<file path="config.mk">
export PLATFORM = sky130hd
export DESIGN_NAME = expand_s_stream
export DESIGN_NICKNAME = d
export VERILOG_FILES = /design/src/rtl/dilithium_pkg.sv /design/src/rtl/eta_nibble_decode.sv /design/src/rtl/expand_s_stream.sv
export SDC_FILE = /design/constraint.sdc
export NUM_CORES = 1
export LEC_CHECK = 0
export CAP_MARGIN = 25
export CORE_MARGIN = 4
export CORE_UTILIZATION = 45
export DETAILED_ROUTE_END_ITERATION = 16
export PLACE_DENSITY = 0.76
export SETUP_SLACK_MARGIN = 0.3
export SYNTH_ARGS = -nofsm -noshare
export SYNTH_HDL_FRONTEND = slang
export SYNTH_SLANG_ARGS = --single-unit
</file>
<file path="constraint.sdc">
create_clock -name clk -period 13.3 [get_ports clk]
set_clock_uncertainty 0.1 [all_clocks]
set_input_delay 2.66 -clock clk [delete_from_list [all_inputs] [get_ports clk]]
set_output_delay 2.66 -clock clk [all_outputs]
set_load 0.02 [all_outputs]
</file>
<file path="src/rtl/dilithium_pkg.sv">
// Shared ML-DSA definitions: modulus, controller states, parameter-set
// selection and the mode -> {K, L, eta} lookup.
package dilithium_pkg;

   localparam int unsigned Q = 32'd8380417;

   typedef enum logic [2:0] {
      ST_IDLE    = 3'd0,
      ST_CLR     = 3'd1,
      ST_ABSORB  = 3'd2,
      ST_SQUEEZE = 3'd3,
      ST_FIN     = 3'd4
   } state_t;

   typedef enum logic [1:0] {
      MODE_44   = 2'd0,
      MODE_65   = 2'd1,
      MODE_87   = 2'd2,
      MODE_RSVD = 2'd3
   } mode_t;

   typedef struct packed {
      logic [3:0] k;
      logic [3:0] l;
      logic       eta4;
   } mode_cfg_t;

   // The reserved encoding falls back to the smallest parameter set.
   function automatic mode_cfg_t mode_cfg(input mode_t m);
      mode_cfg_t c;
      case (m)
         MODE_65: c = '{k: 4'd6, l: 4'd5, eta4: 1'b1};
         MODE_87: c = '{k: 4'd8, l: 4'd7, eta4: 1'b0};
         default: c = '{k: 4'd4, l: 4'd4, eta4: 1'b0};
      endcase
      return c;
   endfunction

endpackage

</file>
<file path="src/rtl/eta_nibble_decode.sv">
// Rejection test and CoeffFromHalfByte for one nibble. The coefficient is
// returned already reduced into [0, q): negative values map to q + v.
module eta_nibble_decode
   import dilithium_pkg::*;
#(
   parameter int CW = 24
) (
   input  logic [3:0]    b,
   input  logic          eta4,
   output logic          accept,
   output logic [CW-1:0] coeff
);

   logic [3:0] m;
   logic [3:0] bound;

   // eta=2 keeps b<15 and maps to 2-(b mod 5); eta=4 keeps b<9 and maps to 4-b.
   always_comb begin
      accept = eta4 ? (b < 4'd9) : (b < 4'd15);
      m      = eta4 ? b : 4'(b % 4'd5);
      bound  = eta4 ? 4'd4 : 4'd2;
      coeff  = '0;
      if (m <= bound) coeff = CW'(bound - m);
      else            coeff = CW'(Q) - CW'(m - bound);
   end

endmodule

</file>
<file path="src/rtl/expand_s_stream.sv">
// ML-DSA ExpandS: for each polynomial r, absorb rho' || r (16-bit LE) into the
// external SHAKE256, then stream squeeze words through a nibble shift register,
// reject/decode each nibble and pack accepted coefficients into NTT RAM words.
// s1 polynomials come first, then s2, contiguous from S_BASE.
//
// Handshakes: an absorb word moves on sh_in_valid && sh_in_ready and
// data/valid/last stay stable until it does; a squeeze word moves on
// sh_out_valid && sh_out_ready, and ready is raised only when the nibble
// buffer is empty, so either side may stall for any number of cycles.
module expand_s_stream
   import dilithium_pkg::*;
#(
   parameter int WORD_WIDTH     = 64,
   parameter int RAW_ADDR_WIDTH = 12,
   parameter int RHO_BASE       = 0,
   parameter int COEFF_WIDTH    = 24,
   parameter int COEFF_PER_WORD = 4,
   parameter int NTT_ADDR_WIDTH = 12,
   parameter int S_BASE         = 0
) (
   input  logic                                  clk,
   input  logic                                  rst,
   input  logic                                  start,
   input  logic [1:0]                            mode,
   output logic                                  busy,
   output logic                                  done,
   output logic [RAW_ADDR_WIDTH-1:0]             rho_addr,
   input  logic [WORD_WIDTH-1:0]                 rho_data,
   output logic                                  sh_rst,
   output logic [WORD_WIDTH-1:0]                 sh_in_data,
   output logic                                  sh_in_valid,
   output logic                                  sh_in_last,
   output logic [$clog2(WORD_WIDTH):0]           sh_in_last_len,
   input  logic                                  sh_in_ready,
   input  logic [WORD_WIDTH-1:0]                 sh_out_data,
   input  logic                                  sh_out_valid,
   output logic                                  sh_out_ready,
   output logic                                  s_we,
   output logic [NTT_ADDR_WIDTH-1:0]             s_addr,
   output logic [COEFF_WIDTH*COEFF_PER_WORD-1:0] s_din
);

   localparam int RHO_WORDS      = 512 / WORD_WIDTH;
   localparam int NIBS           = WORD_WIDTH / 4;
   localparam int NIB_CW         = $clog2(NIBS + 1);
   localparam int ABS_CW         = $clog2(RHO_WORDS + 1);
   localparam int WORDS_PER_POLY = 256 / COEFF_PER_WORD;
   localparam int SLOT_W         = $clog2(COEFF_PER_WORD);
   localparam int LEN_W          = $clog2(WORD_WIDTH) + 1;

   state_t                                      state, state_next;
   mode_cfg_t                                   cfg;
   logic [3:0]                                  kl_q;
   logic                                        eta4_q;
   logic [3:0]                                  poly_idx;
   logic [ABS_CW-1:0]                           abs_cnt;
   logic [WORD_WIDTH-1:0]                       nib_buf;
   logic [NIB_CW-1:0]                           nib_cnt;
   logic [7:0]                                  coeff_cnt;
   logic [COEFF_PER_WORD-1:0][COEFF_WIDTH-1:0]  pack, pack_next;
   logic [SLOT_W-1:0]                           slot;
   logic                                        accept;
   logic [COEFF_WIDTH-1:0]                      dec_coeff;
   logic                                        in_fire, out_fire, consume, last_coeff, go;

   assign cfg        = mode_cfg(mode_t'(mode));
   assign go         = (state == ST_IDLE) && start && !done;
   assign in_fire    = (state == ST_ABSORB) && sh_in_ready;
   assign out_fire   = sh_out_valid && sh_out_ready;
   assign consume    = (state == ST_SQUEEZE) && (nib_cnt != '0);
   assign slot       = coeff_cnt[SLOT_W-1:0];
   assign last_coeff = consume && accept && (coeff_cnt == 8'd255);

   assign busy           = (state != ST_IDLE);
   assign sh_rst         = (state == ST_CLR);
   assign sh_in_valid    = (state == ST_ABSORB);
   assign sh_in_last     = sh_in_valid && (abs_cnt == ABS_CW'(RHO_WORDS));
   assign sh_in_last_len = sh_in_last ? LEN_W'(16) : '0;
   assign sh_out_ready   = (state == ST_SQUEEZE) && (nib_cnt == '0);

   eta_nibble_decode #(.CW(COEFF_WIDTH)) u_dec (
      .b      (nib_buf[3:0]),
      .eta4   (eta4_q),
      .accept (accept),
      .coeff  (dec_coeff)
   );

   // Absorb mux and look-ahead read address: the address steps as soon as a
   // word transfers, so the next rho' word is on rho_data one cycle later.
   always_comb begin
      sh_in_data = '0;
      if (sh_in_valid) sh_in_data = sh_in_last ? WORD_WIDTH'(poly_idx) : rho_data;
      rho_addr = '0;
      if (state == ST_CLR)
         rho_addr = RAW_ADDR_WIDTH'(RHO_BASE);
      else if (state == ST_ABSORB)
         rho_addr = RAW_ADDR_WIDTH'(RHO_BASE) + RAW_ADDR_WIDTH'(abs_cnt)
                  + RAW_ADDR_WIDTH'(in_fire);
      pack_next       = pack;
      pack_next[slot] = dec_coeff;
   end

   // Next-state logic for the per-polynomial sequence.
   always_comb begin
      state_next = state;
      case (state)
         ST_IDLE:    if (go) state_next = ST_CLR;
         ST_CLR:     state_next = ST_ABSORB;
         ST_ABSORB:  if (in_fire && sh_in_last) state_next = ST_SQUEEZE;
         ST_SQUEEZE: if (last_coeff)
                        state_next = ((poly_idx + 4'd1) == kl_q) ? ST_FIN : ST_CLR;
         ST_FIN:     state_next = ST_IDLE;
         default:    state_next = ST_IDLE;
      endcase
   end

   // State register.
   always_ff @(posedge clk) begin
      if (rst) state <= ST_IDLE;
      else     state <= state_next;
   end

   // Datapath: mode latch, absorb counter, nibble buffer, packing and RAM write.
   always_ff @(posedge clk) begin
      if (rst) begin
         kl_q      <= '0;
         eta4_q    <= 1'b0;
         poly_idx  <= '0;
         abs_cnt   <= '0;
         nib_buf   <= '0;
         nib_cnt   <= '0;
         coeff_cnt <= '0;
         pack      <= '0;
         s_we      <= 1'b0;
         s_addr    <= '0;
         s_din     <= '0;
         done      <= 1'b0;
      end else begin
         s_we <= 1'b0;
         done <= (state == ST_FIN);
         case (state)
            ST_IDLE: if (go) begin
               kl_q     <= cfg.k + cfg.l;
               eta4_q   <= cfg.eta4;
               poly_idx <= '0;
            end
            ST_CLR: begin
               abs_cnt   <= '0;
               nib_buf   <= '0;
               nib_cnt   <= '0;
               coeff_cnt <= '0;
               pack      <= '0;
            end
            ST_ABSORB: if (in_fire) abs_cnt <= abs_cnt + 1'b1;
            ST_SQUEEZE: begin
               if (out_fire) begin
                  nib_buf <= sh_out_data;
                  nib_cnt <= NIB_CW'(NIBS);
               end else if (consume) begin
                  nib_buf <= nib_buf >> 4;
                  nib_cnt <= nib_cnt - 1'b1;
                  if (accept) begin
                     pack[slot] <= dec_coeff;
                     coeff_cnt  <= coeff_cnt + 8'd1;
                     if (slot == SLOT_W'(COEFF_PER_WORD - 1)) begin
                        s_we   <= 1'b1;
                        s_addr <= NTT_ADDR_WIDTH'(S_BASE)
                                + NTT_ADDR_WIDTH'(poly_idx) * NTT_ADDR_WIDTH'(WORDS_PER_POLY)
                                + NTT_ADDR_WIDTH'(coeff_cnt >> SLOT_W);
                        s_din  <= pack_next;
                     end
                     // Polynomial complete: drop whatever nibbles remain buffered.
                     if (coeff_cnt == 8'd255) begin
                        nib_cnt  <= '0;
                        poly_idx <= poly_idx + 4'd1;
                     end
                  end
               end
            end
            default: ;
         endcase
      end
   end

endmodule

</file>
==> metrics <==
initial antenna violation count 0; area grow syn2layout 32.8%; Core Rows 59; Starting Density 0.461; Clock Root Buffer clkbuf_16; largest net degree at the start of global routing 118; Area after DPL 15200 um^2; GRT Total Usage 0.218; CP required 10.54 ns; Net count, final 1788; worst ir drop on vdd 0.0826 mV; remaining antenna violation count 0; synthesis warning total 0; crit-path cells clkdlybuf4s50_1 -> and3_1 -> ha_1 -> nand3_1 -> xor2_1 -> nor2_1 -> clkdlybuf4s50_1; Peak Freq 135 MHz; CTS buffer count 28; Seq cells post-synth 272; IO Count 333; WP buf/inv 2; critical path's slowest cell clkdlybuf4s50_1; total power 0.00194 W; DRT Pass-1 Iters 6; Post-CTS Hold Buffers 0; clock sink count 272; grt ovf 0; routed vias/inst 5.68; die area 29600 um^2; Core Box Area 26300 um^2; first-pass GRT wire length 53900 um; critical path peak fanout 5; Via Count 11200; Worst Tran Pin Value 1.06 ns; status finished clean; Synth Instances 1383; max incr delay on CP 0.64 ns; kind of end point of the critical path output pin; Post-synth ARST share 0; post-detail-place hpwl 24400 um; initial drt markers 945; fin. max-slew vios 0; Mapped Avg Cell Area 8.76 um^2; Routed wire per std cell 17.8 um; total wire length 35200 um; number of synthesized flops with an enable pin 0; Multi-input gate area 5880 um^2; Synth Cell Area 12100 um^2; CTS tree done; share of cells above drive strength 1 0.0639; Hold Vio Cnt, Final 0; PostCTS Resize Cnt 0; most used cell, CP clkdlybuf4s50_1; H-tree levels 1; routability cong. 0.815; WS Path Type in2out; type of origin of the critical path input pin; LEAKAGE 5.98 nW; Netlist cell types 78; final worst-path cycle share 0.559; Tmin final 7.43 ns; Remaining DRCs 0; max-cap violations 0; Most used DFF post-synth dfxtp_1; unrepaired setup endpoints after global routing false; CTS max path bufs 3; Hold WC Path Type reg2reg; setup bufs post-CTS 0; Rel. slew slack 0.291; final instance area 16100 um^2; Port Buffer Count 317; worst skew pair latency 0.53 ns; vias in the first global route 10100; Crit path max-delay family buffers and inverters; setup TNS 0 ns; # fillers 2264; Final setup viols 0; Die Span Y 172 um; Reg area 5450 um^2; WP data arrival 4.67 ns; sequential area share after synthesis 0.449; PD cells 120 nW/um^2; clock-pin slew on the worst setup and hold paths 0.06 ns; die width 172 um
==> final cells by class <==
type | instances | share of cell area
timing repair buffer | 333 | 0.207
inverter | 29 | 0.00676
tap | 335 | 0.0260
multi-input combinational | 960 | 0.366
clock inverter | 4 | 0.00140
antenna | 2 | 0.000311
clock buffer | 45 | 0.0550
sequential | 272 | 0.338
==> cell usage after synthesis (17+ instances only) <==
master	instances	area [um^2]
ha_1	27	338
dfxtp_1	272	5450
and3_1	69	432
nor3_1	79	395
o211ai_1	28	210
a221oi_1	75	657
inv_1	28	105
a22oi_1	18	135
nor2_1	174	653
o21ai_0	30	150
a22o_1	21	184
nand3_1	19	95.1
buf_4	25	188
clkbuf_1	81	304
a211oi_1	17	128
nand2_1	120	450
a21oi_1	107	536
==> per-stage QoR <==
| stage | hold slack (ns) | std cells | utilization | setup slack (ns) |
|---|---|---|---|---|
| final | 0.348 | 1980 | 0.613 | 5.87 |
| after global placement | 0.339 | 1926 | 0.576 | 5.92 |
| after detailed placement | 0.346 | 1928 | 0.578 | 5.88 |
| after global routing | 0.371 | 1978 | 0.612 | 5.78 |
| after CTS | 0.352 | 1977 | 0.612 | 5.87 |
| after floorplan | 0.335 | 1397 | - | 6.81 |
==> layer usage <==
layer,vias to the layer above,routed length (um),GRT usage,part of all wire
li1,5428,-,-,-
met1,5399,15500,0.306,0.44
met2,361,17100,0.354,0.48
met3,51,1970,0.0336,0.056
met4,0,740,0.0557,0.021
met5,-,0,0,0
==> power by group <==
| part | switching [W] | leakage (nW) | internal (W) | total, W |
|---|---|---|---|---|
| sequential | 0.0000145 | 2.20 | 0.000834 | 0.000848 |
| combinational | 0.000197 | 3.33 | 0.000133 | 0.000330 |
| clock | 0.000308 | 0.448 | 0.000451 | 0.000759 |
| total | 0.000519 | 5.98 | 0.00142 | 0.00194 |
==> registers in the layout, indices dropped and copies added (netlist names) <==
register   count
eta4_q         1
s_din         96
abs_cnt        4
pack          72
done           1
kl_q           3
poly_idx       4
coeff_cnt      8
s_addr        10
s_we           1
state          3
nib_cnt        5
nib_buf       64
==> worst min-delay path, stage by stage, from the launching register on <==
cell and delay, ns:
dfxtp_1 0.30, nand2_1 0.05, a21oi_1 0.05
==> cells in the final DEF (no fill, tap or decap), types with 27 or more instances in the layout <==
master	Yosys	final
a21oi_1	107	106
a221oi_1	75	75
and3_1	69	68
clkbuf_16	0	29
clkdlybuf4s50_1	0	316
dfxtp_1	272	272
ha_1	27	27
inv_1	28	28
nand2_1	120	119
nor2_1	174	174
nor3_1	79	79
o211ai_1	28	28
o21ai_0	30	30
==> kinds of logic after synthesis <==
logic type | share of synthesized area
and+or+nand+nor | 0.200
AOI/OAI and AO/OA | 0.222
DFF | 0.449
buffers and inverters | 0.0724
adders and majority gates | 0.0312
xor gates and xnor gates | 0.0159
muxes | 0.00878
other | 0.000309
==> worst paths after layout <==
check                                  from           to  slack [ns]  cells past startpoint
worst min-delay path              s_din[46]    s_din[46]        0.35                      2
worst max register to register   nib_buf[2]     pack[52]        7.74                     21
worst min register to register    s_din[46]    s_din[46]        0.35                      2
worst max-delay path            sh_in_ready  rho_addr[3]        5.87                      7
No activity file was read; power rests on OpenSTA's default activity.
